`config.mk`:
```
export PLATFORM = sky130hd
export DESIGN_NAME = hdmi_axi_rd_burst
export DESIGN_NICKNAME = d
export VERILOG_FILES = /design/src/rtl/hdmi_axi_pkg.sv /design/src/rtl/hdmi_rd_err_mon.sv /design/src/rtl/hdmi_axi_rd_burst.sv
export SDC_FILE = /design/constraint.sdc
export NUM_CORES = 1
export LEC_CHECK = 0
export ABC_CLOCK_PERIOD_IN_PS = 2210
export CAP_MARGIN = 30
export CORE_MARGIN = 5
export CORE_UTILIZATION = 33
export DETAILED_ROUTE_END_ITERATION = 8
export PLACE_DENSITY = 0.94
export SYNTH_ARGS = -nofsm -noshare
export SYNTH_HDL_FRONTEND = slang
export SYNTH_SLANG_ARGS = --single-unit
export TNS_END_PERCENT = 100
```
`constraint.sdc`:
```
create_clock -name clk_vga -period 2.21 [get_ports clk_vga]
set_input_delay 0.5525 -clock clk_vga [delete_from_list [all_inputs] [get_ports clk_vga]]
set_output_delay 0.5525 -clock clk_vga [all_outputs]
set_load 0.005 [all_outputs]
```
`src/rtl/hdmi_axi_pkg.sv`:
```
// ============================================================================
// Module   : hdmi_axi_pkg
// Brief    : Shared AXI constants, read-burst FSM encoding and helpers for
//            the HDMI scan-out read master.
// Revision : 1.0 - initial release
// ============================================================================
`default_nettype none

package hdmi_axi_pkg;

  localparam logic [1:0] BURST_INCR = 2'b01;
  localparam logic [1:0] RESP_OKAY  = 2'b00;

  localparam logic [1:0] ST_IDLE = 2'd0;
  localparam logic [1:0] ST_AR   = 2'd1;
  localparam logic [1:0] ST_R    = 2'd2;
  localparam logic [1:0] ST_DONE = 2'd3;

  typedef enum logic [1:0] {
    S_IDLE = ST_IDLE,
    S_AR   = ST_AR,
    S_R    = ST_R,
    S_DONE = ST_DONE
  } rd_state_e;

  // AXI size code: log2 of the bus width in bytes.
  function automatic logic [2:0] clog2_bytes(input int unsigned data_w);
    int unsigned bytes;
    logic [2:0]  r;
    bytes = data_w / 8;
    r     = 3'd0;
    for (int i = 0; i < 8; i++) begin
      if ((32'd1 << i) < bytes) r = 3'(i + 1);
    end
    return r;
  endfunction

endpackage

`default_nettype wire

```
`src/rtl/hdmi_rd_err_mon.sv`:
```
// ============================================================================
// Module   : hdmi_rd_err_mon
// Brief    : Beat counter and saturating error counter for read bursts:
//            counts error responses and bursts whose rlast is misplaced.
// Revision : 1.0 - initial release
// ============================================================================
`default_nettype none

module hdmi_rd_err_mon
  import hdmi_axi_pkg::*;
(
  input  logic        clk_vga,
  input  logic        rst_n,
  input  logic        start,
  input  logic        beat,
  input  logic [1:0]  rresp,
  input  logic        rlast,
  input  logic [7:0]  arlen,
  output logic [15:0] err_cnt
);

  localparam logic [8:0] c_idx_sat = 9'h100;

  logic [8:0]  r_idx;
  logic        r_len_err_seen;
  logic [15:0] r_err_cnt;

  logic        w_len_mismatch;
  logic        w_len_err;
  logic        w_resp_err;
  logic [1:0]  w_inc;
  logic [16:0] w_sum;

  // rlast must land exactly on beat index arlen; flag each burst at most once.
  assign w_len_mismatch = m_rlast_mismatch(rlast, r_idx, arlen);
  assign w_len_err      = beat & w_len_mismatch & ~r_len_err_seen;
  assign w_resp_err     = beat & (rresp != RESP_OKAY);
  assign w_inc          = {1'b0, w_len_err} + {1'b0, w_resp_err};
  assign w_sum          = {1'b0, r_err_cnt} + {15'd0, w_inc};

  function automatic logic m_rlast_mismatch(input logic last, input logic [8:0] idx,
                                            input logic [7:0] len);
    if (last) return idx != {1'b0, len};
    return idx == {1'b0, len};
  endfunction

  always_ff @(posedge clk_vga or negedge rst_n) begin
    if (!rst_n) begin
      r_idx          <= '0;
      r_len_err_seen <= 1'b0;
      r_err_cnt      <= '0;
    end else begin
      if (start) begin
        r_idx          <= '0;
        r_len_err_seen <= 1'b0;
      end else if (beat) begin
        if (r_idx != c_idx_sat) r_idx <= r_idx + 9'd1;
        if (w_len_err) r_len_err_seen <= 1'b1;
      end
      r_err_cnt <= w_sum[16] ? 16'hFFFF : w_sum[15:0];
    end
  end

  assign err_cnt = r_err_cnt;

endmodule

`default_nettype wire

```
`src/rtl/hdmi_axi_rd_burst.sv`:
```
// ============================================================================
// Module   : hdmi_axi_rd_burst
// Brief    : AXI4 INCR read-burst master feeding the HDMI pixel line FIFO.
//            Error monitoring is built only when HDMI_RD_ERR_CHECK_EN is set.
// Revision : 1.0 - initial release
// ============================================================================
`default_nettype none

module hdmi_axi_rd_burst
  import hdmi_axi_pkg::*;
#(
  parameter int                DATA_W    = 32,
  parameter int                ADDR_W    = 32,
  parameter logic [ADDR_W-1:0] BASE_ADDR = '0,
  parameter int                MAX_BURST = 256
) (
  input  logic              clk_vga,
  input  logic              rst_n,
  input  logic              kick,
  input  logic [31:0]       read_addr,
  input  logic [31:0]       read_num,
  output logic              busy,
  output logic [ADDR_W-1:0] m_axi_araddr,
  output logic [7:0]        m_axi_arlen,
  output logic [2:0]        m_axi_arsize,
  output logic [1:0]        m_axi_arburst,
  output logic              m_axi_arvalid,
  input  logic              m_axi_arready,
  input  logic [DATA_W-1:0] m_axi_rdata,
  input  logic [1:0]        m_axi_rresp,
  input  logic              m_axi_rlast,
  input  logic              m_axi_rvalid,
  output logic              m_axi_rready,
  output logic [DATA_W-1:0] pix_data,
  output logic              pix_valid,
  input  logic              pix_ready,
  output logic [15:0]       err_cnt
);

  localparam logic [2:0]  c_arsize    = clog2_bytes(DATA_W);
  localparam logic [31:0] c_max_burst = 32'(MAX_BURST);

  rd_state_e         r_state;
  rd_state_e         w_state_nxt;
  logic [ADDR_W-1:0] r_araddr;
  logic [7:0]        r_arlen;

  logic              w_accept;
  logic              w_in_r;
  logic              w_beat;
  logic [7:0]        w_arlen;

  assign w_accept = kick && (r_state == S_IDLE);
  assign w_in_r   = (r_state == S_R);
  assign w_beat   = w_in_r && m_axi_rvalid && pix_ready;
  assign w_arlen  = (read_num > c_max_burst) ? 8'(c_max_burst - 32'd1)
                                             : 8'(read_num - 32'd1);

  always_ff @(posedge clk_vga or negedge rst_n) begin
    if (!rst_n) begin
      r_state <= S_IDLE;
    end else begin
      r_state <= w_state_nxt;
    end
  end

  always_comb begin
    w_state_nxt = r_state;
    unique case (r_state)
      S_IDLE: if (kick) w_state_nxt = (read_num == 32'd0) ? S_DONE : S_AR;
      S_AR:   if (m_axi_arready) w_state_nxt = S_R;
      S_R:    if (w_beat && m_axi_rlast) w_state_nxt = S_DONE;
      S_DONE: w_state_nxt = S_IDLE;
      default: w_state_nxt = S_IDLE;
    endcase
  end

  // AR payload captured once per request so it stays stable under arvalid.
  always_ff @(posedge clk_vga or negedge rst_n) begin
    if (!rst_n) begin
      r_araddr <= '0;
      r_arlen  <= '0;
    end else if (w_accept && (read_num != 32'd0)) begin
      r_araddr <= BASE_ADDR + ADDR_W'(read_addr);
      r_arlen  <= w_arlen;
    end
  end

  assign busy          = (r_state != S_IDLE);
  assign m_axi_araddr  = r_araddr;
  assign m_axi_arlen   = r_arlen;
  assign m_axi_arsize  = c_arsize;
  assign m_axi_arburst = BURST_INCR;
  assign m_axi_arvalid = (r_state == S_AR);

  // R channel is a zero-latency pass-through into the line FIFO.
  assign pix_data     = m_axi_rdata;
  assign pix_valid    = w_in_r && m_axi_rvalid;
  assign m_axi_rready = w_in_r && pix_ready;

`ifdef HDMI_RD_ERR_CHECK_EN
  hdmi_rd_err_mon u_err_mon (
    .clk_vga (clk_vga),
    .rst_n   (rst_n),
    .start   (w_accept),
    .beat    (w_beat),
    .rresp   (m_axi_rresp),
    .rlast   (m_axi_rlast),
    .arlen   (r_arlen),
    .err_cnt (err_cnt)
  );
`else
  logic w_unused_resp;
  assign w_unused_resp = ^m_axi_rresp;
  assign err_cnt       = '0;
`endif

endmodule

`default_nettype wire

```
# After elaboration in Yosys (flattened, before gate mapping)
# Cells that the tools add are included.
# Widths: inputs -> output; s select.
# classes
add_sub_neg	1
magnitude_cmp	1
n_eq_ne	6
mux	6
reduce_logical	11
# ops
operator	n
$gt 32x9->1 const B	1
$logic_not 32->1	1
$reduce_bool 32->1	1
$mux 2	4
$mux 8	1
$pmux 2 s4	1
$sub 8x1->8 const B	1
$logic_and 1x1->1	6
$eq 2x2->1 const B	2
$ne 2x1->1 const B	2
$reduce_and 3->1	1
$eq 2x1->1 const B	1
$logic_not 2->1	1
$ne 2x2->1 const B	1
$reduce_bool 2->1	1
# totals
register_bits	42
input_bits	105
output_inout_bits	97
wordCells	28

# Depth between registers and ports, before layout
# Gate-level depths: netlist (run 1).
# logic_depth
ltp_word	6
ltp_mapped	8
ltp_nobuf	6

# Least setup slack after synthesis (run 1)
# No wires, ideal clock.
# synth_timing
kind	input -> register
start	input port read_num[0]
end	register r_arlen[7], in the netlist m_axi_arlen[7]
arrival_time_ns	2.114
required_time_ns	2.073
path_slack_ns	-0.041
stages	7
n_path_buf	1
cell_sequence	inv_1 -> ha_1 -> or3b_2 -> clkbuf_1 -> or4_4 -> a211oi_2 -> o32ai_1
# synth_between
elab_chain_len	2
# synth_lines
item	line	text
start: declaration	hdmi_axi_rd_burst.sv:21	input logic [31:0] read_num,
$gt 32x9->1, or another cell as far along	hdmi_axi_rd_burst.sv:56	assign w_arlen = (read_num > c_max_burst) ? 8'(c_max_burst - 32'd1)
$mux 8 / $logic_and 1x1->1 (equally long branches)	hdmi_axi_rd_burst.sv:56, hdmi_axi_rd_burst.sv:83	
end signal: assignment	hdmi_axi_rd_burst.sv:85	r_arlen <= w_arlen;
end: declaration	hdmi_axi_rd_burst.sv:46	logic [7:0] r_arlen;
# Parallel ways exist; a longest one is shown, timed or not.
# A chain may end at the register's enable or synchronous reset.

# Worst setup path in the final report (run 1)
# layout_timing
start	input port read_num[31]
end	register r_araddr[22], in the netlist m_axi_araddr[22]
# layout_between
elab_chain_len	2
# layout_lines
item	line	text
$reduce_bool 32->1	hdmi_axi_rd_burst.sv:83	end else if (w_accept && (read_num != 32'd0)) begin
$logic_and 1x1->1	hdmi_axi_rd_burst.sv:83	
end signal: assignment	hdmi_axi_rd_burst.sv:84	r_araddr <= BASE_ADDR + ADDR_W'(read_addr);
end: declaration	hdmi_axi_rd_burst.sv:45	logic [ADDR_W-1:0] r_araddr;
# Every way passes these cells.

==> impl_summary.log, run 1 <==
INFO  metric status = completed
INFO  metric cts_made_buffers = 5
INFO  metric yosysMostFrequentCell = buf_4
INFO  metric syn-cell-area = 2470 µm²
INFO  metric clk-insertion-delay-late = approximately 0.29 ns
INFO  metric ys_top_cells_by_count = 56 x buf_4, 42 x dfrtp_1, 31 x mux2_2
INFO  metric area.growth.synth_to_final = 61.4%
INFO  metric tritoncts = yes
INFO  metric buffer_ports.inserted = between 100 and 150
INFO  metric die_w = 96.4 µm
INFO  metric final_antenna_net_count = 0
INFO  metric finalCriticalPeriod = 2.16 ns
INFO  metric cp_data_arrival_time = 2.34 ns
INFO  metric core_region_area = a little over 7000 µm²
INFO  metric cellLeakagePower = 1.77 nW
INFO  metric post-layout-total-power = 3.79 mW
INFO  metric critical_path_class = input pin to flop
INFO  metric grt_pass1_wl = 11.2 mm
INFO  metric wire_per_inst = 16.8 µm
INFO  metric max-cap-violations = 0
INFO  metric drt-pass1-iter-count = 5
INFO  metric number_of_antenna_violations_at_the_first_check_in_global_routing = 0
INFO  metric final_net_count = approximately 460
INFO  metric detailedPlacementHpwl = between 5 and 6 mm
INFO  metric final_number_of_hold_violating_endpoints = 0
INFO  metric cts.clk_slew.worst_paths = 0.09 ns
INFO  metric count_of_pins_over_their_slew_limit = 0
INFO  metric n_antenna_cell = 0
INFO  metric floorplan.die_area = 9300 µm²
INFO  metric overall_routed_net_length = 7.56 mm
INFO  metric hold_path_class = input pin to asynchronous set/reset pin
INFO  metric worst_setup_path_end_kind = flop
INFO  metric synth-main-ff-cell = dfrtp_1
INFO  metric synth_warnings = 0
INFO  metric period_utilization = 0.977
INFO  metric worst_setup_slack_for_register_to_register_paths = around 0.23 ns
INFO  metric cts-root-to-sink-buffers = 2
INFO  metric worstRegToRegCells = 8
INFO  metric setup_repair_after_global_routing_missed_its_margin = false
INFO  metric die_h = 96.4 µm
INFO  metric drt_iter0_markers = 56
INFO  metric ys_seq_area_frac = 0.426
INFO  metric synth_top_cell_by_area = dfrtp_1
INFO  metric io_pins = 202
INFO  metric globalRouteTotalUtil = 0.158
INFO  metric first_global_vias = 2381
INFO  metric grt-ovfl-total = 0
INFO  metric setup-tns-final = 0 ns
INFO  metric power.density_cell_area = 952 nW/µm²
INFO  metric initial_core_util = 0.340
INFO  metric globalplace.congestion = 0.850
INFO  metric ys_seq_elements = 42
INFO  metric fraction_of_final_layout_cells_sized_beyond_drive_strength_1 = 0.310
INFO  metric regToRegStartpoint = r_state[1]
INFO  metric startpoint_type = input pin
INFO  metric r2r_end = m_axi_araddr[7]
INFO  metric startpoint = read_num[31]
INFO  metric cts_htree_levels = 2
INFO  metric routed-via-count = 2157
INFO  metric ys_types = 44
INFO  metric synth_cells = 231
INFO  metric numClockSinks = 42
INFO  metric core.rowCount = 31
INFO  metric drc = 0
INFO  metric root_buffer = clkbuf_8
INFO  metric clock-skew-final = 0.00422 ns
INFO  metric largest_net_degree_at_the_start_of_global_routing = 43
INFO  metric synth_async_sr_flop_share = 1.00
INFO  metric setup_viol_count_final = 0
INFO  metric synth.top_cell.area_share = 0.426
INFO  metric timing.fmax = 463 MHz
INFO  metric synth-edff-count = 0
INFO  metric routed_via_density = 4.78
INFO  metric netlist_top_cells_area = dfrtp_1 43%, buf_4 17%, mux2_2 14%
INFO  metric timing.critical_path.required = 2.39 ns
INFO  metric vdd_drop_max = about 0.00059 V
INFO  metric critical_path_peak_fanout = 6
INFO  metric cts_hold_buffers = 0
INFO  metric avgSynthCellArea = 10.7 µm²
## power by group
| part | total, mW | switching, mW | internal, mW |
|---|---|---|---|
| sequential | 1.27 | 0.178 | 1.09 |
| combinational | 2.00 | 0.651 | 1.35 |
| clock | 0.520 | 0.292 | 0.228 |
## registers in the layout, indices dropped and copies added, names as in the netlist
register      flops
m_axi_araddr     32
r_state           2
m_axi_arlen       8
## area by class of cell
cell class	instances	area, µm²
timing repair buffer	155	1490
inverter	9	33.8
clock inverter	3	25.0
multi-input combinational	138	1190
clock buffer	5	68.8
sequential	42	1050
fill	626	3270
tap	99	124
## placed cells by master, fill, tap and decap left out, types with 3 or more instances in the layout
| cell | Yosys | routed |
|---|---|---|
| buf_6 | 0 | 3 |
| dlygate4sd2_1 | 0 | 14 |
| inv_1 | 9 | 6 |
| buf_4 | 56 | 31 |
| nand2_1 | 4 | 4 |
| clkdlybuf4s15_1 | 0 | 3 |
| mux2_4 | 0 | 23 |
| dfrtp_1 | 42 | 42 |
| nor4_2 | 1 | 3 |
| buf_12 | 0 | 6 |
| nand4_1 | 3 | 3 |
| nor4_1 | 7 | 3 |
| clkbuf_8 | 0 | 5 |
| clkdlybuf4s50_1 | 0 | 85 |
| clkbuf_2 | 1 | 8 |
| o21ai_0 | 5 | 5 |
| mux2_2 | 31 | 8 |
| a21oi_1 | 6 | 6 |
| conb_1 | 2 | 21 |
| nor3_1 | 5 | 5 |
| a41oi_1 | 3 | 3 |
| inv_2 | 0 | 3 |
| nor2_1 | 11 | 11 |
## worst max path at each step
| stage | endpoint | slack [ns] |
|---|---|---|
| after floorplan | m_axi_arlen[7] | 0.004 |
| after global placement | m_axi_araddr[19] | -0.49 |
| after detailed placement | m_axi_araddr[7] | -0.52 |
| after CTS | m_axi_araddr[5] | 0.001 |
| after global routing | r_state[1] | 0.003 |
| final | m_axi_araddr[22] | 0.05 |
## metrics by stage
| stage | area (µm²) | std cells | worst slack [ns] | utilization | hold slack (ns) |
|---|---|---|---|---|---|
| after detailed placement | 3620 | 430 | -0.517 | 0.499 | 0.484 |
| after global routing | 3980 | 451 | 0.00279 | 0.549 | 0.231 |
| after floorplan | 2550 | 250 | 0.00396 | - | 0.257 |
| after CTS | 3990 | 452 | 0.00142 | 0.550 | 0.216 |
| after global placement | 3620 | 430 | -0.486 | 0.499 | 0.476 |
| final | 3980 | 451 | 0.0499 | 0.549 | 0.217 |
## cells by family (layout without fill, tap and decap cells)
kind of cell / count (synthesis) / after routing / share of synthesized area
buffers and inverters: 70 / 172 / 0.192
and+or+nand+nor: 48 / 48 / 0.114
DFF: 42 / 42 / 0.426
muxes: 33 / 33 / 0.150
AOI/OAI and AO/OA: 29 / 29 / 0.0822
adders and majority gates: 5 / 5 / 0.0254
other: 2 / 21 / 0.00305
xor gates and xnor gates: 2 / 2 / 0.00710
## layer usage
layer  vias to the layer above  share of wire  GRT usage
met2                       132           0.54      0.298
met3                        20           0.10     0.0612
met5                         -              0          0
li1                        980              -          -
met4                         0          0.018     0.0549
met1                      1025           0.34      0.156
## worst max-delay path: stages
cell and delay (ns):
clkdlybuf4s50_1 0.44, nor3_1 0.18, nand4_1 0.14, buf_4 0.17, o21ai_4 0.19, buf_12 0.13, buf_12 0.11, buf_12 0.12
mux2_4 0.30
## repair_timing
item | CTS | global route
gates resized for setup | 57 | 39
buffers inserted | 12 | 1
endpoints found under the hold margin | 0 | 0
setup endpoints to repair | 41 | 37
cloned | 3 | 0
pin swaps | 12 | 9
Power figures use the tool's default switching activity.
==> run 2, diff against run 1 <==
--- a/config.mk
+++ b/config.mk
@@ -7,10 +7,13 @@
 export LEC_CHECK = 0
 export ABC_CLOCK_PERIOD_IN_PS = 2210
 export CAP_MARGIN = 30
+export CELL_PAD_IN_SITES_DETAIL_PLACEMENT = 1
+export CELL_PAD_IN_SITES_GLOBAL_PLACEMENT = 2
 export CORE_MARGIN = 5
-export CORE_UTILIZATION = 33
+export CORE_UTILIZATION = 17
 export DETAILED_ROUTE_END_ITERATION = 8
-export PLACE_DENSITY = 0.94
+export HOLD_SLACK_MARGIN = 0.02
+export PLACE_DENSITY = 0.91
 export SYNTH_ARGS = -nofsm -noshare
 export SYNTH_HDL_FRONTEND = slang
 export SYNTH_SLANG_ARGS = --single-unit
==> impl_summary.log, run 2 (synthesis results as in run 1) <==
INFO  metric status = completed
INFO  metric layout.cells.most_common_list = 83 x clkdlybuf4s50_1, 42 x dfrtp_1, 29 x buf_4
INFO  metric hold_path_class = input pin to asynchronous set/reset pin
INFO  metric critical_path_class = input pin to flop
INFO  metric max-cap-violations = 0
INFO  metric cp_data_arrival_time = 2.32 ns
INFO  metric top_layer_used = met4
INFO  metric buffer_ports.inserted = 114
INFO  metric p_int = 2.90 mW
INFO  metric routed-via-count = ~2200
INFO  metric first_global_vias = between 2000 and 3000
INFO  metric timing.critical_path.mode_cell = buf_6
INFO  metric setup_viol_count_final = 0
INFO  metric die_w = between 100 and 150 µm
INFO  metric number_of_antenna_violations_at_the_first_check_in_global_routing = 0
INFO  metric cts_htree_levels = 2
INFO  metric dpl_cell_area = 3710 µm²
INFO  metric startpoint_type = input pin
INFO  metric final.fill_count = 1626
INFO  metric period_utilization = 0.971
INFO  metric final_antenna_net_count = 0
INFO  metric holdWs = approximately 0.35 ns
INFO  metric area.growth.synth_to_final = 68.5%
INFO  metric p_sw_frac = 0.286
INFO  metric crit_path_top_delay_cell = mux2_2
INFO  metric drt_iter0_markers = 59
INFO  metric cts-root-to-sink-buffers = 2
INFO  metric tritoncts = yes
INFO  metric globalRouteTotalUtil = 0.0958
INFO  metric n_antenna_cell = 0
INFO  metric detailroute.wirelength.met3 = 858 µm
INFO  metric clk-insertion-delay-late = 0.29 ns
INFO  metric critical_path_peak_fanout = 5
INFO  metric relSlewSlack = 0.610
INFO  metric final_number_of_hold_violating_endpoints = 0
INFO  metric drt-pass1-iter-count = 4
INFO  metric comb_power_share = 0.496
INFO  metric cellLeakagePower = 1.84 nW
INFO  metric detailedPlacementHpwl = 6.45 mm
INFO  metric grt_pass1_wl = 12.8 mm
INFO  metric numClockSinks = 42
INFO  metric io_pins = 202
INFO  metric max_slew.worst_pin.slew = a little under 0.6 ns
INFO  metric fin_util = 0.289
INFO  metric seq_power_share = 0.315
INFO  metric critPathMaxStageDelay = 0.32 ns
INFO  metric globalplace.congestion = ~0.78
INFO  metric root_buffer = clkbuf_16
INFO  metric fin_area = ~4200 µm²
INFO  metric most_common_cell_after_layout_fill_and_taps_aside = clkdlybuf4s50_1
INFO  metric initial_core_util = 0.172
INFO  metric worst_setup_path_end_kind = flop
INFO  metric grt-ovfl-total = 0
INFO  metric die_h = about 130 µm
INFO  metric clk_network_pwr_share = 0.189
INFO  metric cts.clk_slew.worst_paths = 0.06 ns
INFO  metric timing.fmax = 466 MHz
INFO  metric cp_cell_sequence = dlygate4sd2_1, nor4b_4, buf_4, nand4_1, o21ai_4, buf_6, buf_6, buf_16, mux2_2
INFO  metric layout.cells.non_filler = 535
INFO  metric cts_made_buffers = 5
INFO  metric drc = 0
INFO  metric finalCriticalPeriod = 2.15 ns
INFO  metric fraction_of_final_layout_cells_sized_beyond_drive_strength_1 = 0.282
INFO  metric count_of_pins_over_their_slew_limit = 0
INFO  metric timing.critical_path.required = 2.39 ns
INFO  metric flip_flop_count_of_the_largest_register_all_copies_and_words_added = 32
INFO  metric area_of_the_multi_input_gates = roughly 1100 µm²
INFO  metric vdd_drop_max = 0.000366 V
INFO  metric final_net_count = 460
INFO  metric overall_routed_net_length = 8.73 mm
INFO  metric placed_cells = 515
INFO  metric routed_via_density = 4.08
INFO  metric layout.area.seq = 1050 µm²
INFO  metric clock-skew-final = 0.00655 ns
INFO  metric wire_per_inst = ~16 µm
INFO  metric core_region_area = 14400 µm²
INFO  metric switching_power = 1.16 mW
INFO  metric core.rowCount = between 40 and 50
INFO  metric post-layout-total-power = 4.06 mW
INFO  metric route.layer.met1.wl = about 3.2 mm
INFO  metric power.density_cell_area = roughly 980 nW/µm²
INFO  metric met2_length = 4.50 mm
INFO  metric floorplan.die_area = 17000 µm²
INFO  metric largest_net_degree_at_the_start_of_global_routing = 43
==> run 2: metal layers <==
metal,up-vias,global-route usage
li1,980,-
met4,0,0.0309
met3,26,0.0419
met2,98,0.170
met1,1078,0.102
met5,-,0
==> run 2: critical path: cells and delay by family <==
family,cells,cell delay (ns)
AO/OA/AOI/OAI,1,0.20
multiplexers,1,0.32
AND/OR/NAND/NOR,2,0.45
buffers and inverters,5,0.81
==> run 2: power groups by stage <==
| stage | clock [mW] | combinational [mW] | sequential [mW] |
|---|---|---|---|
| finish | 0.766 | 2.01 | 1.28 |
| global route | 0.833 | 2.17 | 1.32 |
| CTS | 0.803 | 1.87 | 1.27 |
| detailed placement | 0 | 1.70 | 1.28 |
| global placement | 0 | 1.66 | 1.25 |
| floorplan | 0 | 0.689 | 1.28 |
==> run 2: worst paths after layout <==
| path | from | slack, ns | cells after the start | endpoint |
|---|---|---|---|---|
| worst max-delay path | read_num[7] | 0.06 | 9 | m_axi_araddr[2] |
| worst min-delay path | rst_n | 0.35 | 2 | m_axi_araddr[9] |
| worst max register to register | r_state[1] | 0.30 | 8 | m_axi_araddr[19] |
| worst min register to register | m_axi_araddr[21] | 0.51 | 1 | m_axi_araddr[21] |
| max in group asynchronous | rst_n | 1.46 | 2 | m_axi_araddr[13] |
| min in group clk_vga | m_axi_araddr[21] | 0.51 | 1 | m_axi_araddr[21] |
==> run 2: per-stage QoR <==
| stage | worst slack, ns | setup TNS [ns] |
|---|---|---|
| floorplan | 0.00396 | 0 |
| global placement | -0.529 | -19.10 |
| detailed placement | -0.575 | -20.70 |
| CTS | -0.0217 | -0.120 |
| global route | -0.0127 | -0.0524 |
| finish | 0.0640 | 0 |
==> run 2: area by class of cell <==
class	instances	share of cell area
well taps	184	0.0554
clock inverters	1	0.00120
clock buffers	7	0.0343
flip-flops and latches	42	0.253
inverters	9	0.00813
multi-input cells	138	0.277
repair buffers	154	0.371
==> run 2: what timing repair did <==
action                                  in CTS  in global routing
hold buffers                                 0                  0
endpoints found under the setup margin      39                 38
cloned                                       3                  1
buffers inserted                             8                  0
pin swaps                                    9                  9
gates resized for setup                     38                 34
